[src/rtl/tlc_pkg.sv]
// Shared constants and types for the TLC5941-style LED driver receiver model.
package tlc_pkg;

   localparam int TLC_CHANNELS = 16;
   localparam int TLC_GS_BITS  = 12;
   localparam int TLC_DC_BITS  = 6;
   localparam int TLC_GS_LEN   = 192;
   localparam int TLC_DC_LEN   = 96;
   localparam int TLC_PWM_MAX  = 4095;

   localparam logic TLC_MODE_GS = 1'b0;
   localparam logic TLC_MODE_DC = 1'b1;

   typedef logic [11:0] gs_word_t;
   typedef logic [5:0]  dc_word_t;

endpackage

[src/rtl/tlc_receiver_edge_sync.sv]
// Two-flop synchronizer with a registered rising-edge pulse and a level output
// delayed to line up with that pulse (both appear 3 cycles after the pin edge).
module tlc_edge_sync (
   input  logic clock,
   input  logic reset,
   input  logic din,
   output logic level,
   output logic rise
);

   logic sync1_r;
   logic sync2_r;
   logic level_r;
   logic rise_r;

   // synchronizer chain and edge detect
   always_ff @(posedge clock) begin
      if (reset) begin
         sync1_r <= 1'b0;
         sync2_r <= 1'b0;
         level_r <= 1'b0;
         rise_r  <= 1'b0;
      end else begin
         sync1_r <= din;
         sync2_r <= sync1_r;
         level_r <= sync2_r;
         rise_r  <= sync2_r & ~level_r;
      end
   end

   assign level = level_r;
   assign rise  = rise_r;

endmodule

[src/rtl/tlc_receiver.sv]
// TLC5941-style LED driver receiver: serial shift/latch, 12-bit PWM, 16 channels.
// Optional dot-correction register path enabled by macro TLC_DC_EN.
module tlc_receiver
   import tlc_pkg::*;
#(
   parameter int CHANNELS = TLC_CHANNELS,
   parameter int GS_BITS  = TLC_GS_BITS,
   parameter int DC_BITS  = TLC_DC_BITS
) (
   input  logic                        clock,
   input  logic                        reset,
   input  logic                        led_sclk,
   input  logic                        led_sin,
   input  logic                        led_mode,
   input  logic                        led_blank,
   input  logic                        led_xlat,
   input  logic                        led_gsclk,
   output logic                        led_sout,
   output logic                        led_xerr_n,
   output logic [CHANNELS-1:0]         ch_out,
   output logic [CHANNELS*DC_BITS-1:0] dc_data,
   output logic                        frame_latched
);

   localparam int GS_LEN = CHANNELS * GS_BITS;
   localparam int DC_LEN = CHANNELS * DC_BITS;
   localparam logic [7:0] GS_LEN_CNT  = 8'(GS_LEN);
   localparam logic [7:0] BIT_CNT_MAX = 8'd255;
   localparam logic [GS_BITS-1:0] PWM_MAX = {GS_BITS{1'b1}};

   logic sclk_rise_s, sclk_lvl_s;
   logic xlat_rise_s, xlat_lvl_s;
   logic gsclk_rise_s, gsclk_lvl_s;
   logic blank_rise_s, blank_lvl_s;
   logic sin_rise_s, sin_lvl_s;
   logic mode_rise_s, mode_lvl_s;
   logic mode_chg_s;
   logic dc_msb_s;
   logic unused_s;

   logic                mode_q_r;
   logic [7:0]          bit_cnt_r;
   logic [GS_LEN-1:0]   gs_shift_r;
   logic [GS_LEN-1:0]   gs_latch_r;
   logic [GS_BITS-1:0]  pwm_cnt_r;
   logic                led_sout_r;
   logic                xerr_n_r;
   logic                frame_latched_r;
   logic [CHANNELS-1:0] ch_out_s;

   tlc_edge_sync u_sclk_sync  (.clock(clock), .reset(reset), .din(led_sclk),  .level(sclk_lvl_s),  .rise(sclk_rise_s));
   tlc_edge_sync u_xlat_sync  (.clock(clock), .reset(reset), .din(led_xlat),  .level(xlat_lvl_s),  .rise(xlat_rise_s));
   tlc_edge_sync u_gsclk_sync (.clock(clock), .reset(reset), .din(led_gsclk), .level(gsclk_lvl_s), .rise(gsclk_rise_s));
   tlc_edge_sync u_blank_sync (.clock(clock), .reset(reset), .din(led_blank), .level(blank_lvl_s), .rise(blank_rise_s));
   tlc_edge_sync u_sin_sync   (.clock(clock), .reset(reset), .din(led_sin),   .level(sin_lvl_s),   .rise(sin_rise_s));
   tlc_edge_sync u_mode_sync  (.clock(clock), .reset(reset), .din(led_mode),  .level(mode_lvl_s),  .rise(mode_rise_s));

   assign unused_s   = &{1'b0, sclk_lvl_s, xlat_lvl_s, gsclk_lvl_s, blank_rise_s, sin_rise_s, mode_rise_s};
   assign mode_chg_s = mode_lvl_s ^ mode_q_r;

   // bit counter: cleared by latch or mode change, otherwise counts shifts
   always_ff @(posedge clock) begin
      if (reset) begin
         mode_q_r  <= TLC_MODE_GS;
         bit_cnt_r <= 8'd0;
      end else begin
         mode_q_r <= mode_lvl_s;
         if (xlat_rise_s || mode_chg_s) begin
            bit_cnt_r <= 8'd0;
         end else if (sclk_rise_s && (bit_cnt_r != BIT_CNT_MAX)) begin
            bit_cnt_r <= bit_cnt_r + 8'd1;
         end else begin
            bit_cnt_r <= bit_cnt_r;
         end
      end
   end

   // grayscale shift and latch; a coincident shift is dropped so the latch sees pre-shift data
   always_ff @(posedge clock) begin
      if (reset) begin
         gs_shift_r <= {GS_LEN{1'b0}};
         gs_latch_r <= {GS_LEN{1'b0}};
      end else begin
         if (xlat_rise_s && (mode_lvl_s == TLC_MODE_GS)) begin
            gs_latch_r <= gs_shift_r;
         end
         if (sclk_rise_s && !xlat_rise_s && (mode_lvl_s == TLC_MODE_GS)) begin
            gs_shift_r <= {gs_shift_r[GS_LEN-2:0], sin_lvl_s};
         end
      end
   end

`ifdef TLC_DC_EN
   logic [DC_LEN-1:0] dc_shift_r;
   logic [DC_LEN-1:0] dc_latch_r;

   // dot-correction shift and latch
   always_ff @(posedge clock) begin
      if (reset) begin
         dc_shift_r <= {DC_LEN{1'b0}};
         dc_latch_r <= {DC_LEN{1'b1}};
      end else begin
         if (xlat_rise_s && (mode_lvl_s == TLC_MODE_DC)) begin
            dc_latch_r <= dc_shift_r;
         end
         if (sclk_rise_s && !xlat_rise_s && (mode_lvl_s == TLC_MODE_DC)) begin
            dc_shift_r <= {dc_shift_r[DC_LEN-2:0], sin_lvl_s};
         end
      end
   end

   assign dc_msb_s = dc_shift_r[DC_LEN-1];
   assign dc_data  = dc_latch_r;
`else
   assign dc_msb_s = 1'b0;
   assign dc_data  = {DC_LEN{1'b1}};
`endif

   // cascade output, framing flag and latch pulse
   always_ff @(posedge clock) begin
      if (reset) begin
         led_sout_r      <= 1'b0;
         xerr_n_r        <= 1'b1;
         frame_latched_r <= 1'b0;
      end else begin
         led_sout_r <= (mode_lvl_s == TLC_MODE_DC) ? dc_msb_s : gs_shift_r[GS_LEN-1];
         if (xlat_rise_s && (mode_lvl_s == TLC_MODE_GS)) begin
            frame_latched_r <= 1'b1;
            xerr_n_r        <= (bit_cnt_r == GS_LEN_CNT);
         end else begin
            frame_latched_r <= 1'b0;
            xerr_n_r        <= xerr_n_r;
         end
      end
   end

   // PWM counter: blank wins over gsclk, saturates instead of wrapping
   always_ff @(posedge clock) begin
      if (reset) begin
         pwm_cnt_r <= {GS_BITS{1'b0}};
      end else if (blank_lvl_s) begin
         pwm_cnt_r <= {GS_BITS{1'b0}};
      end else if (gsclk_rise_s && (pwm_cnt_r != PWM_MAX)) begin
         pwm_cnt_r <= pwm_cnt_r + {{(GS_BITS-1){1'b0}}, 1'b1};
      end else begin
         pwm_cnt_r <= pwm_cnt_r;
      end
   end

   // channel compare against the live latch so updates apply mid-cycle
   always_comb begin
      ch_out_s = {CHANNELS{1'b0}};
      for (int n = 0; n < CHANNELS; n++) begin
         ch_out_s[n] = !blank_lvl_s && (pwm_cnt_r < gs_latch_r[n*GS_BITS +: GS_BITS]);
      end
   end

   assign ch_out        = ch_out_s;
   assign led_sout      = led_sout_r;
   assign led_xerr_n    = xerr_n_r;
   assign frame_latched = frame_latched_r;

endmodule

[config.mk]
export PLATFORM = sky130hd
export DESIGN_NAME = tlc_receiver
export DESIGN_NICKNAME = d
export VERILOG_FILES = /design/src/rtl/tlc_pkg.sv /design/src/rtl/tlc_receiver_edge_sync.sv /design/src/rtl/tlc_receiver.sv
export SDC_FILE = /design/constraint.sdc
export NUM_CORES = 1
export LEC_CHECK = 0
export BUFFER_PORTS_ARGS = -buffer_cell sky130_fd_sc_hd__buf_4
export CAP_MARGIN = 25
export CORE_MARGIN = 2
export CORE_UTILIZATION = 66
export CTS_CLUSTER_SIZE = 8
export DETAILED_ROUTE_END_ITERATION = 6
export PLACE_DENSITY_LB_ADDON = 0.08
export SYNTH_ARGS = -nofsm -noshare
export SYNTH_HDL_FRONTEND = slang
export SYNTH_HIERARCHICAL = 1
export SYNTH_SLANG_ARGS = --single-unit
export TNS_END_PERCENT = 100
[constraint.sdc]
create_clock -name clock -period 4.95 [get_ports clock]
set_input_delay 0 -clock clock [delete_from_list [all_inputs] [get_ports clock]]
set_output_delay 0 -clock clock [all_outputs]
set_load 0.01 [all_outputs]
==> Implementation_results.wiki <==
{| class="wikitable"
! Metric !! Value
|-
| RSZ-0062 raised after global routing || no
|-
| Met1 layer wirelength in the final routing || 19030 µm
|-
| Count of instances resized after the clock tree is built || 0
|-
| Count of placed standard cells in the final layout, fillers left out || 2908
|-
| Length of routed met2 wiring || 20750 µm
|-
| Number of cell instances on the worst register-to-register path || 4
|-
| Critical Path Source Type || register
|-
| Clock slew at reported path FFs || 0.05 ns
|-
| Post-route cell area || 21510 µm²
|-
| Number of cells produced by synthesis || 2536
|-
| Startpoint of the worst-slack reg-to-reg timing path || u_mode_sync/level$_SDFF_PP0_
|-
| Leakage || 0.007987 µW
|-
| Max capacitance violation total || 0
|-
| Deepest level of the CTS H-tree || 2
|-
| Highest metal layer with signal wires || met4
|-
| Total via count after detailed routing || 15990
|-
| Gr ovfl total || 0
|-
| Final Slew Violations || 0
|-
| Filler cells || 2454
|-
| Peak ir drop on the vdd network || 0.3036 mV
|-
| HP Class || input port to register
|-
| Cts bufs inserted || 59
|-
| Number of cells on the worst hold path || 2
|-
| Antenna-violating nets left || 0
|-
| Worst reg-to-reg setup slack || 2.63 ns
|-
| Netlist area before placement || 20020 µm²
|-
| Worst-case hold path end point || gs_shift_r[167]$_SDFFE_PP0P_
|-
| Final Net Count || 2704
|-
| Data arrival, critical path || 2.98 ns
|-
| Routed vias/inst || 5.497
|-
| Area inside the core boundary || 29800 µm²
|-
| Max_slew headroom || 0.3297
|-
| Slew of the pin with the lowest slew margin || 1.005 ns
|-
| Syn. warnings || 6
|-
| Residual DRC count || 0
|-
| Placed cell area || 19890 µm²
|-
| Global placer's final weighted congestion || 0.7977
|-
| Die H || 178.2 µm
|-
| Area taken by multi-input logic gates || 9718 µm²
|-
| Metal3 WL || 1984 µm
|-
| Num Clock Sinks || 429
|-
| Power per cell area || 330.7 nW/µm²
|-
| Required time worst endpoint || 4.95 ns
|-
| Skew-Pair Late Insertion Delay || 0.57 ns
|-
| Boundary pin count || 123
|-
| Maximum achievable frequency || 335.2 MHz
|-
| Time the final worst path needs with I/O delays and setup || 2.983 ns
|-
| Port-buffer cells || 26
|-
| Layout cells sized above 1 || 0.04885
|-
| FF/Latch Area || 8588 µm²
|-
| Initial standard-cell utilization of the core || 0.6720
|-
| Synth-to-Final Area Change || 7.405%
|-
| Terminus of the critical flop-to-flop path || gs_shift_r[77]$_SDFFE_PP0P_
|-
| Final routed wirelength across all metal layers || 43090 µm
|-
| Initial antenna violation count || 0
|-
| Largest net degree at the start of global routing || 193
|-
| Post-route setup TNS || 0 ns
|-
| TritonCTS clock tree || yes
|-
| Via count of the first global-routing pass || 15160
|-
| First DRT Iteration DRCs || 1031
|-
| Count of TritonRoute iterations in the first routing pass || 5
|-
| Overall die area || 31750 µm²
|-
| Post-Syn Area per Cell || 7.896 µm²
|-
| Clock Path Buffers || 3
|-
| Ant. Diodes || 0
|-
| Number of setup violations in the final report || 0
|-
| Number of placement rows || 63
|-
| Maximum net fanout on the critical path || 11
|-
| Drt wl/cell || 14.82 µm
|-
| HPWL after DPL || 24920 µm
|-
| Placed Cells || 2839
|-
| First-pass GRT wire length || 70680 µm
|-
| Type of the worst setup path || register to output pin
|-
| Post-layout utilization of the core || 0.7218
|-
| Period utilisation layout || 0.6027
|-
| Die width || 178.2 µm
|-
| Clock Tree Root || sky130_fd_sc_hd__clkbuf_16
|-
| Worst clock skew || 0.008611 ns
|-
| Startpoint of the tightest hold check path || reset
|-
| Kind of capture point of the worst setup path || output pin
|-
| Run status || finished clean
|-
| Global router's overall resource usage || 0.2724
|-
| Number of hold violations in the final report || 0
|}
-- state kept, by name, indices dropped and copies added (netlist names), 8 cells and up --
register    cells
pwm_cnt_r      12
gs_latch_r    192
gs_shift_r    192
bit_cnt_r       8
-- per-layer routing --
metal / up-vias / track usage
li1: 8091 / -
met1: 7454 / 0.3339
met4: 0 / 0.09146
met5: - / 0
met2: 351 / 0.4895
met3: 89 / 0.03922
-- where the power goes --
part / total (µW) / internal [µW] / switching [µW]
combinational: 180 / 28.4 / 151
sequential: 3480 / 3470 / 5.42
clock: 3460 / 2120 / 1330
-- metrics by stage --
step                      hold WS, ns  total power [µW]  setup WS (ns)
final                        0.003750              7113          1.967
after global routing          0.08245              7330          1.884
after CTS                     0.02833              7169          1.964
after detailed placement       0.2148              3713          2.560
after global placement         0.2107              3712          2.587
after floorplan               0.07074              3737          3.080
-- placed cells by master (no fill, tap or decap), types with 7 or more instances in the layout --
cell	n
sky130_fd_sc_hd__a2111oi_0	12
sky130_fd_sc_hd__a211o_1	13
sky130_fd_sc_hd__a211oi_1	7
sky130_fd_sc_hd__a21o_1	37
sky130_fd_sc_hd__a21oi_1	427
sky130_fd_sc_hd__and4_1	9
sky130_fd_sc_hd__buf_4	43
sky130_fd_sc_hd__clkbuf_16	61
sky130_fd_sc_hd__conb_1	96
sky130_fd_sc_hd__dfxtp_1	429
sky130_fd_sc_hd__ha_1	179
sky130_fd_sc_hd__inv_1	179
sky130_fd_sc_hd__nand2_1	781
sky130_fd_sc_hd__nand2b_1	13
sky130_fd_sc_hd__nand3_1	22
sky130_fd_sc_hd__nand4_1	27
sky130_fd_sc_hd__nor2_1	27
sky130_fd_sc_hd__nor2b_1	19
sky130_fd_sc_hd__nor3_1	22
sky130_fd_sc_hd__nor4_1	14
sky130_fd_sc_hd__o21ai_0	30
sky130_fd_sc_hd__or3_1	9
-- timing repair --
action / 4_1_cts / 5_1_grt
setup buffers: 0 / 0
hold buffers: 6 / 0
endpoints found under the hold margin: 6 / 0
-- cell type report --
cell class / count / area share
multi-input combinational: 1792 / 0.4519
clock inverter: 1 / 0.0002327
inverter: 180 / 0.03142
clock buffer: 61 / 0.07098
tap: 390 / 0.02269
timing repair buffer: 55 / 0.02350
sequential: 429 / 0.3993
-- worst max-delay path by stage --
stage | from | endpoint | slack, ns
finish | pwm_cnt_r[9]$_SDFFE_PP0P_ | ch_out[10] | 1.97
global route | pwm_cnt_r[9]$_SDFFE_PP0P_ | ch_out[2] | 1.88
CTS | pwm_cnt_r[9]$_SDFFE_PP0P_ | ch_out[10] | 1.96
detailed placement | pwm_cnt_r[9]$_SDFFE_PP0P_ | ch_out[10] | 2.56
global placement | pwm_cnt_r[9]$_SDFFE_PP0P_ | ch_out[2] | 2.59
floorplan | pwm_cnt_r[9]$_SDFFE_PP0P_ | ch_out[0] | 3.08
-- worst max-delay path, cell delays in order, from the launching register on --
cell and delay, ns:
sky130_fd_sc_hd__dfxtp_1 0.71, sky130_fd_sc_hd__buf_4 0.39, sky130_fd_sc_hd__ha_1 0.30, sky130_fd_sc_hd__a21o_1 0.16, sky130_fd_sc_hd__a21o_1 0.17, sky130_fd_sc_hd__a211o_1 0.29
sky130_fd_sc_hd__nor3_1 0.23, sky130_fd_sc_hd__buf_4 0.17
Power figures use the tool's default switching activity.
